**config.mk**
```make
export PLATFORM = sky130hd
export DESIGN_NAME = uart_rx_ctrl
export DESIGN_NICKNAME = d
export VERILOG_FILES = /design/src/rtl/uart_pkg.sv /design/src/rtl/uart_rx_sampler.sv /design/src/rtl/uart_rx_ctrl.sv
export SDC_FILE = /design/constraint.sdc
export NUM_CORES = 1
export LEC_CHECK = 0
export CORE_MARGIN = 4
export CORE_UTILIZATION = 55
export CTS_CLUSTER_DIAMETER = 80
export DETAILED_ROUTE_END_ITERATION = 8
export GPL_ROUTABILITY_DRIVEN = 1
export GPL_TIMING_DRIVEN = 0
export HOLD_SLACK_MARGIN = 0.03
export PLACE_DENSITY = 0.81
export SETUP_SLACK_MARGIN = 0.1
export SYNTH_ARGS = -nofsm -noshare
export SYNTH_HDL_FRONTEND = slang
export SYNTH_HIERARCHICAL = 1
export SYNTH_SLANG_ARGS = --single-unit
```
**constraint.sdc**
```tcl
create_clock -name clk -period 2.68 [get_ports clk]
set_clock_uncertainty 0.15 [all_clocks]
set_input_delay 0.402 -clock clk [delete_from_list [all_inputs] [get_ports clk]]
set_output_delay 0.402 -clock clk [all_outputs]
set_load 0.01 [all_outputs]
```
**src/rtl/uart_pkg.sv**
```systemverilog
// Definitions shared by the UART receiver and transmitter: frame FSM states,
// parity-type encodings and a 2-of-3 vote helper.
package uart_pkg;

  typedef enum logic [2:0] {
    IDLE,
    START,
    DATA,
    PARITY,
    STOP
  } uart_state_e;

  localparam logic PAR_EVEN = 1'b0;
  localparam logic PAR_ODD  = 1'b1;

  function automatic logic majority3(input logic a, input logic b, input logic c);
    return (a & b) | (a & c) | (b & c);
  endfunction

endpackage

```
**src/rtl/uart_rx_sampler.sv**
```systemverilog
// Front end of the UART receiver: synchronises the serial line, finds falling
// edges, times each bit with a prescale counter and votes the mid-bit samples.
module uart_rx_sampler
  import uart_pkg::*;
#(
  parameter int PRESCALE = 8
) (
  input  logic clk,
  input  logic rst,
  input  logic rx_in,
  input  logic cnt_clr,
  output logic start_edge,
  output logic bit_done,
  output logic smp_valid,
  output logic smp_bit
);

  localparam int CW = $clog2(PRESCALE);
  localparam logic [CW-1:0] CNT_LAST = CW'(PRESCALE - 1);
  localparam logic [CW-1:0] CNT_S0   = CW'(PRESCALE / 2 - 1);
  localparam logic [CW-1:0] CNT_S1   = CW'(PRESCALE / 2);
  localparam logic [CW-1:0] CNT_S2   = CW'(PRESCALE / 2 + 1);

  logic          sync1_q;
  logic          rxS_q;
  logic          rxP_q;
  logic [CW-1:0] cnt_q, cnt_d;
  logic          smp0_q, smp0_d;
  logic          smp1_q, smp1_d;

  always_comb begin
    cnt_d  = cnt_q;
    smp0_d = smp0_q;
    smp1_d = smp1_q;
    if (cnt_clr || cnt_q == CNT_LAST) begin
      cnt_d = '0;
    end else begin
      cnt_d = cnt_q + CW'(1);
    end
    if (cnt_q == CNT_S0) smp0_d = rxS_q;
    if (cnt_q == CNT_S1) smp1_d = rxS_q;
  end

  // Synchroniser flops reset to the idle-high line level so reset cannot fake an edge.
  always_ff @(posedge clk or negedge rst) begin
    if (!rst) begin
      sync1_q <= 1'b1;
      rxS_q   <= 1'b1;
      rxP_q   <= 1'b1;
      cnt_q   <= '0;
      smp0_q  <= 1'b0;
      smp1_q  <= 1'b0;
    end else begin
      sync1_q <= rx_in;
      rxS_q   <= sync1_q;
      rxP_q   <= rxS_q;
      cnt_q   <= cnt_d;
      smp0_q  <= smp0_d;
      smp1_q  <= smp1_d;
    end
  end

  assign start_edge = rxP_q & ~rxS_q;
  assign bit_done   = (cnt_q == CNT_LAST);
  assign smp_valid  = (cnt_q == CNT_S2);
  assign smp_bit    = majority3(smp0_q, smp1_q, rxS_q);

endmodule

```
**src/rtl/uart_rx_ctrl.sv**
```systemverilog
// UART receive controller: frame FSM, bit counter, shift register and the
// valid/ready output slot with sticky overrun detection.
module uart_rx_ctrl
  import uart_pkg::*;
#(
  parameter int PRESCALE = 8,
  parameter int DATA_W   = 8
) (
  input  logic              clk,
  input  logic              rst,
  input  logic              rx_in,
  input  logic              par_en,
  input  logic              par_typ,
  input  logic              data_ready,
  output logic [DATA_W-1:0] p_data,
  output logic              data_valid,
  output logic              par_error,
  output logic              stop_error,
  output logic              overrun,
  output logic              busy
);

  localparam int BW = (DATA_W > 1) ? $clog2(DATA_W) : 1;
  localparam logic [BW-1:0] BIT_LAST = BW'(DATA_W - 1);

  uart_state_e       state_q, state_d;
  logic [BW-1:0]     bitCnt_q, bitCnt_d;
  logic [DATA_W-1:0] shift_q, shift_d;
  logic              parBit_q, parBit_d;
  logic              parEn_q, parEn_d;
  logic              parTyp_q, parTyp_d;
  logic [DATA_W-1:0] pData_q, pData_d;
  logic              valid_q, valid_d;
  logic              parErr_q, parErr_d;
  logic              stopErr_q, stopErr_d;
  logic              overrun_q, overrun_d;
  logic              busy_q;

  logic frameDone;
  logic frameParErr;
  logic cntClr;
  logic startEdge;
  logic bitDone;
  logic smpValid;
  logic smpBit;

  uart_rx_sampler #(
    .PRESCALE(PRESCALE)
  ) u_sampler (
    .clk       (clk),
    .rst       (rst),
    .rx_in     (rx_in),
    .cnt_clr   (cntClr),
    .start_edge(startEdge),
    .bit_done  (bitDone),
    .smp_valid (smpValid),
    .smp_bit   (smpBit)
  );

  // Hold the bit timer at zero in IDLE and on every return to IDLE.
  assign cntClr = (state_q == IDLE) || (state_d == IDLE);

  always_comb begin
    state_d   = state_q;
    bitCnt_d  = bitCnt_q;
    shift_d   = shift_q;
    parBit_d  = parBit_q;
    parEn_d   = parEn_q;
    parTyp_d  = parTyp_q;
    frameDone = 1'b0;
    unique case (state_q)
      IDLE: begin
        if (startEdge) begin
          state_d  = START;
          parEn_d  = par_en;
          parTyp_d = par_typ;
        end
      end
      START: begin
        if (smpValid && smpBit) begin
          state_d = IDLE;
        end else if (bitDone) begin
          state_d  = DATA;
          bitCnt_d = '0;
        end
      end
      DATA: begin
        if (smpValid) shift_d = {smpBit, shift_q[DATA_W-1:1]};
        if (bitDone) begin
          if (bitCnt_q == BIT_LAST) begin
            state_d = parEn_q ? PARITY : STOP;
          end else begin
            bitCnt_d = bitCnt_q + BW'(1);
          end
        end
      end
      PARITY: begin
        if (smpValid) parBit_d = smpBit;
        if (bitDone) state_d = STOP;
      end
      STOP: begin
        // Leave mid-stop-bit so a back-to-back start edge is not missed.
        if (smpValid) begin
          frameDone = 1'b1;
          state_d   = IDLE;
        end
      end
      default: state_d = IDLE;
    endcase
  end

  assign frameParErr = parEn_q & ((^{shift_q, parBit_q}) != parTyp_q);

  // A completed frame only replaces the held one if the host frees the slot this cycle.
  always_comb begin
    pData_d   = pData_q;
    valid_d   = valid_q;
    parErr_d  = parErr_q;
    stopErr_d = stopErr_q;
    overrun_d = overrun_q;
    if (frameDone && (!valid_q || data_ready)) begin
      pData_d   = shift_q;
      parErr_d  = frameParErr;
      stopErr_d = ~smpBit;
      valid_d   = 1'b1;
    end else if (valid_q && data_ready) begin
      valid_d = 1'b0;
    end
    if (valid_q && data_ready) begin
      overrun_d = 1'b0;
    end else if (frameDone && valid_q) begin
      overrun_d = 1'b1;
    end
  end

  always_ff @(posedge clk or negedge rst) begin
    if (!rst) begin
      state_q   <= IDLE;
      bitCnt_q  <= '0;
      shift_q   <= '0;
      parBit_q  <= 1'b0;
      parEn_q   <= 1'b0;
      parTyp_q  <= PAR_EVEN;
      pData_q   <= '0;
      valid_q   <= 1'b0;
      parErr_q  <= 1'b0;
      stopErr_q <= 1'b0;
      overrun_q <= 1'b0;
      busy_q    <= 1'b0;
    end else begin
      state_q   <= state_d;
      bitCnt_q  <= bitCnt_d;
      shift_q   <= shift_d;
      parBit_q  <= parBit_d;
      parEn_q   <= parEn_d;
      parTyp_q  <= parTyp_d;
      pData_q   <= pData_d;
      valid_q   <= valid_d;
      parErr_q  <= parErr_d;
      stopErr_q <= stopErr_d;
      overrun_q <= overrun_d;
      busy_q    <= (state_d != IDLE);
    end
  end

  assign p_data     = pData_q;
  assign data_valid = valid_q;
  assign par_error  = parErr_q;
  assign stop_error = stopErr_q;
  assign overrun    = overrun_q;
  assign busy       = busy_q;

endmodule

```
Word-level counts from Yosys, hierarchy flattened
Cells that the tools add are included.
{"block": "totals", "inputBits": 6, "out_inout_bits": 13, "n_memories": 0, "mem_bits_rw": 0, "reg_bits": 38, "latchBits": 0, "romBits": 0}
{"block": "op_classes", "reduce_logical": 19, "shifts": 0, "bitwise_logic": 9, "div": 0, "order_cmp": 0, "add_sub_neg": 2, "n_eq_ne": 14, "mux": 21, "mul": 0}
{"op": "two-way mux 3 bit", "count": 13}
{"op": "== test 3 bit, second input constant", "count": 5}
{"op": "one-hot mux 3 bit (5 select lines)", "count": 1}
{"op": "== test 3 x 2 -> 1 bit, second input constant", "count": 3}
{"op": "XOR reduction 9 bit", "count": 1}
{"op": "!= test 2 bit, second input constant", "count": 4}
{"op": "adder 3 x 1 -> 3 bit, second input constant", "count": 2}
{"op": "zero test 3 bit", "count": 2}
{"op": "two-way mux 1 bit", "count": 6}
{"op": "one-hot mux 3 bit (2 select lines)", "count": 1}
{"op": "AND reduction 2 bit", "count": 3}
{"op": "nonzero test 2 bit", "count": 3}
{"op": "AND 1 bit", "count": 5}
{"op": "AND reduction 5 bit", "count": 1}
{"op": "logical AND 1 bit", "count": 4}
{"op": "== test 3 x 1 -> 1 bit, second input constant", "count": 1}
{"op": "logical OR 1 bit", "count": 3}
{"op": "nonzero test 3 bit", "count": 1}
{"op": "inverter 1 bit", "count": 2}
{"op": "bitwise OR 1 bit", "count": 2}
{"op": "zero test 1 bit", "count": 1}
{"op": "!= test 1 bit", "count": 1}

Longest topological paths before layout
Gate-level depths: netlist of the first run.
{"block": "depth", "depth_word": 10, "ltp_mapped": 8}

By module
Netlist of the first run, hierarchy kept.
{"module": "uart_rx_ctrl", "instances": 1, "area_each_um2": 1498.9, "cells_each": 113, "seq_area_each_um2": 750.7}
{"module": "uart_rx_sampler", "instances": 1, "area_each_um2": 349.1, "cells_each": 25, "seq_area_each_um2": 203.9}

Least setup slack after synthesis of the first run
No wires, ideal clock.
{"block": "synth_timing", "path_type": "register to register", "startpoint": "register u_sampler.smp0_q", "endpoint": "register bitCnt_q[0]", "arrival_ps": 1649, "synth_period_minus_slack_ps": 1927, "slack_ps": 753, "n_path_buf": 0, "setup_ps": 128, "required_ps": 2402, "stages_incl_launch_ff": 6, "path_cell_list": "dfrtp_1 -> maj3_1 -> a21boi_4 -> a21oi_2 -> nor3b_4 -> mux2_1"}
{"block": "synth_between", "elab_chain_len": 6}
{"element": "start, declared", "line_no": "uart_rx_sampler.sv:28", "text": "logic smp0_q, smp0_d;"}
{"element": "start signal, assigned", "line_no": "uart_rx_sampler.sv:58", "text": "smp0_q <= smp0_d;"}
{"element": "AND 1 bit", "line_no": "uart_pkg.sv:17", "text": "return (a & b) | (a & c) | (b & c);"}
{"element": "bitwise OR 1 bit (*) (2 in a row)", "line_no": "uart_pkg.sv:17"}
{"element": "via smpBit", "line_no": "uart_rx_ctrl.sv:45", "text": "logic smpBit;"}
{"element": "logical AND 1 bit (*)", "line_no": "uart_rx_ctrl.sv:80", "text": "if (smpValid && smpBit) begin"}
{"element": "!= test 2 bit (no line) (*)"}
{"element": "AND reduction 5 bit (no line) (*)"}
{"element": "end signal, assigned", "line_no": "uart_rx_ctrl.sv:152", "text": "bitCnt_q <= bitCnt_d;"}
{"element": "end, declared", "line_no": "uart_rx_ctrl.sv:27", "text": "logic [BW-1:0] bitCnt_q, bitCnt_d;"}
The timed path passes the listed nets; every way through them passes the cells marked *.
A chain may end at the register's enable or synchronous reset.

Worst setup path after layout of the first run
Ends and elaborated chain as after synthesis.

==> results.md, run 1 <==
Outcome:
- The flow ran to the end, and the final reports show no timing, DRC or antenna violations.

Clock network:
- In this run the deepest clock path goes through 2 buffers.
- The number of clock buffers added by TritonCTS is 5.
- The post-cts gate resize count is 0.
- The H-tree level count is 2.
- The clock latency on the worst-skew pair is roughly 0.34 ns.
- The CTS tree is done.
- Clock-pin slew was measured on the worst setup and hold paths at roughly 0.1 ns.
- CTS placed an instance of clkbuf_4 at the clock tree root.
- Clock tree synthesis found a total of 38 sinks.

Die:
- The number of top-level pins is 19.
- The die covers around 4400 sq um.
- The x dimension of the die is ~66 um.
- The overall die height is roughly 66 um.
- The row count is 20.
- The total area inside the core boundary comes to roughly 3100 sq um.
- The initial core utilization is between 50% and 60%.

STA:
- Across all setup checks in the final design, the least slack found is approximately 0.6 ns.
- Setup violations remaining at the end of the flow were counted as 0.
- Setup repair after global routing left no endpoint under its margin.
- The fmax is ~480 MHz.
- The number of max-slew violations in the final report is 0.
- After routing, the total negative slack on setup checks comes to 0 ns.
- The share of the clock period used by the worst path after layout is approximately 77%.
- Counting I/O delays and the setup requirement, the final critical path takes 2.07 ns.
- The final hold violation count is 0.
- The actual transition at the worst max-transition pin is ~0.79 ns.
- The relative max-transition margin is approximately 47%.

Logic synthesis:
- The post-synthesis cell count is between 100 and 150.
- The largest area contributor in the synthesized netlist is dfrtp_1.
- The number of nets in the synthesized netlist is ~150.
- Sequential elements use 51.7% of the synthesized area.
- The synthesized area divided by synthesized cell count is 13.4 sq um.
- In this run, synthesis produced a sequential element count of 38.
- The Yosys step of the flow raised 6 warnings.
- Yosys attributes the largest share of cell area to dfrtp_1, mux2_2, mux2_4, ha_1, dfstp_2.
- The area share of the leading cell type in the synthesized netlist is between 40 and 50%.
- The synthesized netlist contains 37 unique library cells.
- In this run the cell area of the synthesized design comes to 1850 sq um.

Drt:
- The residual antenna-violating net count after detailed routing is 0.
- After detailed routing, the number of remaining DRC violations is 0.
- The number of vias per cell is ~5.3.
- The via count is 1112.
- The number of detailed-route iterations in the first pass is 4.
- The final layout contains routed wiring with a total length of between 2000 and 3000 um.
- The initial DRC count is 65.
- The detailed-route wire length per cell is ~14 um.

Setup path:
- At the worst endpoint, the required time is ~2.8 ns.
- The worst setup path is captured at a register.
- In this run the worst path has a maximum fanout of 5.
- The flop-to-flop setup slack is roughly 0.6 ns.
- Data arrives at the worst endpoint at ~2.2 ns.
- The worst setup path is launched from a register.
- The number of cells on the worst reg-to-reg path is 5.
- The startpoint identified for the worst register-to-register timing path is u_sampler/smp0_q.
- The worst register-to-register path ends at bitCnt_q[0].
- The type of the worst setup path is register to register.

Power and ir drop:
- The worst-case IR drop observed on VDD is ~0.25 mV.
- Summing internal, switching and leakage power gives between 0.0009 and 0.001 W.
- The power density over the cells is approximately 440 nW/um^2.
- For this design the static power due to leakage is between 0.9 and 1 nW.

Placement:
- The cell area after placement is between 2000 and 2500 sq um.
- After legalization and detailed placement, the total HPWL measured around 2200 um.
- The number of input and output port buffers inserted is 18.
- Routability-driven placement finished with a final weighted congestion of approximately 0.81.
- The setup slack after placement is about 0.61 ns.

Cells and area:
- In the layout the commonest cells are dfrtp_1, clkdlybuf4s50_1, mux2_2.
- The library cell used most frequently in the layout, excluding fill and tap cells, is dfrtp_1.
- For this run, the post-layout net count is about 180.
- The area added between synthesis and finish is 15.6%.
- Of the cells placed in the final design, the portion with a size suffix greater than 1 is about 29%.
- The layout has 230 filler cells.
- The number of antenna diodes in the final layout is 0.
- The area of all placed cells without fillers is ~2100 sq um.
- The utilization of the core after routing is between 60% and 70%.

Worst hold path:
- The worst hold path class is register to register.
- The worst min-delay path startpoint is u_sampler/sync1_q.
- The path with the worst hold slack has its endpoint at u_sampler/rxS_q.
- The number of cells on the worst hold path is 0.

Global route:
- In the global route stage, overall resource usage came out at approximately 17%.
- Global routing finished with a remaining overflow of 0.
- The first global-routing pass estimated 5460 um of wire.
- Entering global routing, the biggest net connects 39 pins.
- The number of global-route vias before repair was between 1000 and 1500.
- The number of antenna violations at the first check in global routing is 0.

Flow run:
- The number of max-cap violations is 0.
-- layer usage --
metal	part of all wire [%]	wire length [um]	global-route usage (%)	vias to the layer above
met4	2.0	61	6.85	0
met2	52	1550	28.7	29
met5	0	0	0	-
met1	41	1240	20.1	543
met3	4.7	141	4.08	8
li1	-	-	-	532
-- final cells by class --
cell class / instances / area (sq um) / area share (%)
Sequential cell: 38 / 955 / 44.7
Multi-Input combinational cell: 89 / 822 / 38.5
Timing Repair Buffer: 19 / 185 / 8.67
Tap cell: 44 / 55.1 / 2.58
Buffer: 4 / 45.0 / 2.11
Clock buffer: 5 / 37.5 / 1.76
Inverter: 7 / 26.3 / 1.23
Clock inverter: 2 / 10.0 / 0.469
-- worst max-delay path, stage by stage, from the launching register on --
cell and delay, ns:
dfrtp_1 0.39, maj3_1 0.45, a21boi_4 0.27, a21oi_2 0.10
nor3b_4 0.25, mux2_1 0.35
-- registers in the layout (all words and copies together) (netlist names), 3 cells and up --
name,flops
bitCnt_q,3
p_data,8
shift_q,8
state_q,3
u_sampler/cnt_q,3
-- through the flow --
stage	std cells	hold slack, ns
finish	208	0.211
global route	208	0.221
CTS	208	0.212
detailed placement	200	0.198
global placement	200	0.197
floorplan	138	-0.0436
-- logic make-up (layout without fill, tap and decap cells) --
kind of cell    count (synthesis)  count (layout)  share of synthesized area [%]
xor+xnor                        8               8                           4.54
simple gates                   32              32                           11.9
compound gates                 17              17                           6.64
fa+ha+maj                       8               8                           5.28
flops                          38              38                           51.7
mux                            24              24                           16.1
buf+inv                        11              37                           3.86
-- how the worst max path moves through the flow --
stage | cells after the start | end | slack (ns) | start
2_1_floorplan | 5 | bitCnt_q[0] | 0.75 | u_sampler/smp0_q
5_1_grt | 7 | u_sampler/cnt_q[1] | 0.49 | u_sampler/cnt_q[0]
3_5_place_dp | 5 | bitCnt_q[0] | 0.61 | u_sampler/smp0_q
3_3_place_gp | 1 | u_sampler/cnt_q[0] | 0.27 | rst
4_1_cts | 5 | bitCnt_q[0] | 0.59 | u_sampler/smp0_q
6_report | 5 | bitCnt_q[0] | 0.61 | u_sampler/smp0_q
-- synth_stat cells (all sizes together) --
library cell and number:
mux2 22, ha 7, nand3 3, mux2i 2
a21boi 1, nor2 4, xnor3 1, o31ai 1
nor2b 2, dfstp 3, xor2 1, o21ai 5
and2 1, or3b 1, o211a 1, xnor2 6
nand2 8, maj3 1, or4 1, dfrtp 35
a31oi 1, inv 7, a21oi 7, nand2b 4
nor3 3, and4bb 1, nor3b 4, buf 4
o211ai 1
-- report_power, final --
| group | internal (W) | switching [W] |
|---|---|---|
| combinational | 0.0000356 | 0.0000329 |
| clock | 0.0000943 | 0.000171 |
| sequential | 0.000587 | 0.00000920 |
-- what timing repair did --
item,4_1_cts,5_1_grt
hold endpoints to repair,30,0
hold buffers,1,0
buffers inserted,0,0
Note: power is estimated with default switching activity, not from simulation.
==> run 2: changes to the inputs <==
==> constraint.sdc (replaced) <==
create_clock -name clk -period 2.2 [get_ports clk]
set_clock_uncertainty 0.15 [all_clocks]
set_input_delay 0.33 -clock clk [delete_from_list [all_inputs] [get_ports clk]]
set_output_delay 0.33 -clock clk [all_outputs]
set_load 0.01 [all_outputs]
==> run 2 against run 1 <==
Die area is the same. Clock power increased by 22%. Count of clock-buffer cells in the layout did not move. Core utilization rose by 0.64 points. Worst setup slack got worse by 0.41 ns. Sequential share of layout area decreased by 0.42 points. Wire length is 0.33% higher. Critical endpoint unchanged.
==> results.md, run 2 (synthesis results as in run 1) <==
Placement:
- At the end of routability-driven placement, the weighted congestion stood at ~0.8.
- The wire-length estimate of the detail-placed layout is roughly 2200 um.
- The number of input and output port buffers inserted is 18.
- Before CTS, the worst setup slack after placement is about 0.13 ns.
- The cell area after placement is 2080 sq um.

Flow run:
- The tool flagged a number of max-cap violations equal to 0.

Worst hold path:
- The worst min-delay path startpoint is u_sampler/sync1_q.
- In this run the worst hold path is classified as register to register.

Global route:
- The met2 layer usage reported by global route is ~29%.
- The number of global-route vias before repair is ~1200.
- The total grt overflow is 0.
- For this run, global-route usage on met3 was measured as 4.08%.
- For this run, the total global-route usage over all layers was measured as around 17%.
- The global routing stage identified its most utilized layer as met2.
- The global-route met1 utilization is between 20% and 30%.
- The largest net degree at the start of global routing is 39.
- The wire length of the first global-routing pass is between 5000 and 6000 um.
- The number of antenna violations at the first check in global routing is 0.

Clock network:
- The deepest clock path buffer count is 2.
- TritonCTS built the clock tree.
- The total number of clock tree sinks is 38.
- The tree is rooted in a clkbuf_4.
- The later pin in the worst-skew pair is clocked with a latency of 0.34 ns.
- The H-tree was split into 2 levels.
- The number of buffers added by the clock tree synthesis step is 5.
- The clock transition at the register clock pins on the worst setup and hold paths after CTS is 0.10 ns.

STA:
- In the post-route analysis, the smallest setup slack over all paths is between 0.2 and 0.25 ns.
- Setup repair after global routing could not meet its margin everywhere.
- For the pin with the worst max-slew slack, the measured transition is approximately 0.8 ns.
- The worst pin sits at a relative slew slack of between 40% and 50%.
- The post-route minimum period is ~2 ns.
- The number of max-slew violations in the final report was 0.
- Setup violations remaining at the end of the flow were counted as 0.
- The final hold violation count is 0.
- The share of the clock period used by the worst path after layout is 90.9%.
- The fmax is approximately 500 MHz.

Die:
- For this configuration, the core starts out at a cell density of between 50% and 60%.
- The row count is 20.
- The overall die height is around 66 um.
- The floorplan step defined a die boundary enclosing approximately 4400 sq um.
- The placeable core region is ~3100 sq um.
- The die is roughly 66 um wide.
- 19 I/O pins were placed.

Setup path:
- The critical path is of the register to register type.
- The worst endpoint required time is 2.28 ns.
- The most critical setup path has its startpoint at u_sampler/cnt_q[0].
- The worst register-to-register path has a setup slack of about 0.2 ns.
- The data arrival time of the critical path is about 2.1 ns.
- In this run the critical register-to-register path is launched from u_sampler/cnt_q[0].
- Of all nets on the critical path, the largest fanout is 5.
- The worst setup path is captured at a register.
- The worst setup path is launched from a register.

Cells and area:
- The utilization of the core after routing is slightly below 70%.
- The number of antenna diodes in the final layout is 0.
- Once layout is done, the placed cells without fillers occupy ~2200 sq um.
- The filler cells instantiated in the layout total roughly 230.
- In the final design database the tool counted about 180 nets.
- In the layout the commonest cells are dfrtp_1, clkdlybuf4s50_1, mux2_2.
- The share of final-layout standard cells stronger than drive strength 1 is between 30% and 40%.
- Leaving out fill and tap cells, the most frequent cell in the layout is dfrtp_1.
- The area added between synthesis and finish is 16.7%.

Power and ir drop:
- The standby leakage power is ~1 nW.
- Across the VDD grid, the largest voltage drop is ~0.31 mV.
- Summing internal, switching and leakage power gives 0.00113 W.
- The power density over the cells is roughly 530 nW/um^2.

Drt:
- The detailed-route wire length per cell is about 14 um.
- The via count is between 1000 and 1500.
- The overall routed net length is between 3000 and 4000 um.
- The remaining design rule violation count is 0.
- The first detailed-routing pass took 4 iterations.
- The number of vias per cell is about 5.4.
- The count of nets left with antenna violations once routing finished came out at 0.
- The initial DRC count is 60.

Outcome:
- The flow ran to the end, and the final reports show no timing, DRC or antenna violations.
==> run 2: cell types whose count changed in the layout (fill, tap and decap cells not counted) <==
cell / previous run / this run
and2_2: 1 / 0
and2_4: 0 / 1
buf_4: 0 / 2
ha_1: 7 / 6
ha_2: 0 / 1
maj3_1: 1 / 0
maj3_2: 0 / 1
==> run 2: through the flow <==
step	instances	hold WS, ns	setup TNS, ns
6_report	210	0.211	0
5_1_grt	210	0.221	0
4_1_cts	208	0.212	0
3_5_place_dp	200	0.198	0
3_3_place_gp	200	0.197	-4.92
2_1_floorplan	138	-0.116	0
==> run 2: path summary, 6_finish.rpt <==
path / endpoint / depth (start not counted)
worst max-delay path: bitCnt_q[0] / 6
worst min-delay path: u_sampler/rxS_q / 0
worst max register to register: bitCnt_q[0] / 6
worst min register to register: u_sampler/rxS_q / 0
max in group asynchronous: overrun / 2
min in group asynchronous: p_data[3] / 2
==> run 2: per-layer routing <==
metal / up-vias / share of wire (%)
met3: 8 / 4.1
met2: 27 / 52
met4: 0 / 1.9
met5: - / 0
met1: 556 / 42
li1: 534 / -
==> run 2: final cells by class <==
type                            instances  area [sq um]  area share (%)
Tap cell                               44          55.1            2.55
Clock inverter                          2          10.0           0.464
Clock buffer                            5          37.5            1.74
Sequential cell                        38           955            44.3
Inverter                                7          26.3            1.22
Buffer                                  4          45.0            2.09
Timing Repair Buffer                   21           200            9.29
Multi-Input combinational cell         89           827            38.4
==> run 2: report_power, final <==
group / total [W] / leakage (nW) / switching (W) / internal, W
clock network: 0.000322 / 0.0308 / 0.000207 / 0.000115
registers: 0.000727 / 0.509 / 0.0000115 / 0.000715
logic: 0.0000837 / 0.458 / 0.0000402 / 0.0000435
==> run 2: timing repair <==
| action | CTS | global route |
|---|---|---|
| setup buffers | 0 | 2 |
| hold endpoints to repair | 35 | 0 |
| gates resized for setup | 0 | 3 |
| hold buffers | 1 | 0 |
| setup endpoints to repair | 0 | 4 |
==> run 2: critical path, stage by stage, from the launching register on <==
cell      delay, ns
dfrtp_1        0.43
ha_1           0.21
and2_4         0.18
a21boi_4       0.23
a21oi_2        0.10
nor3b_4        0.26
mux2_1         0.34
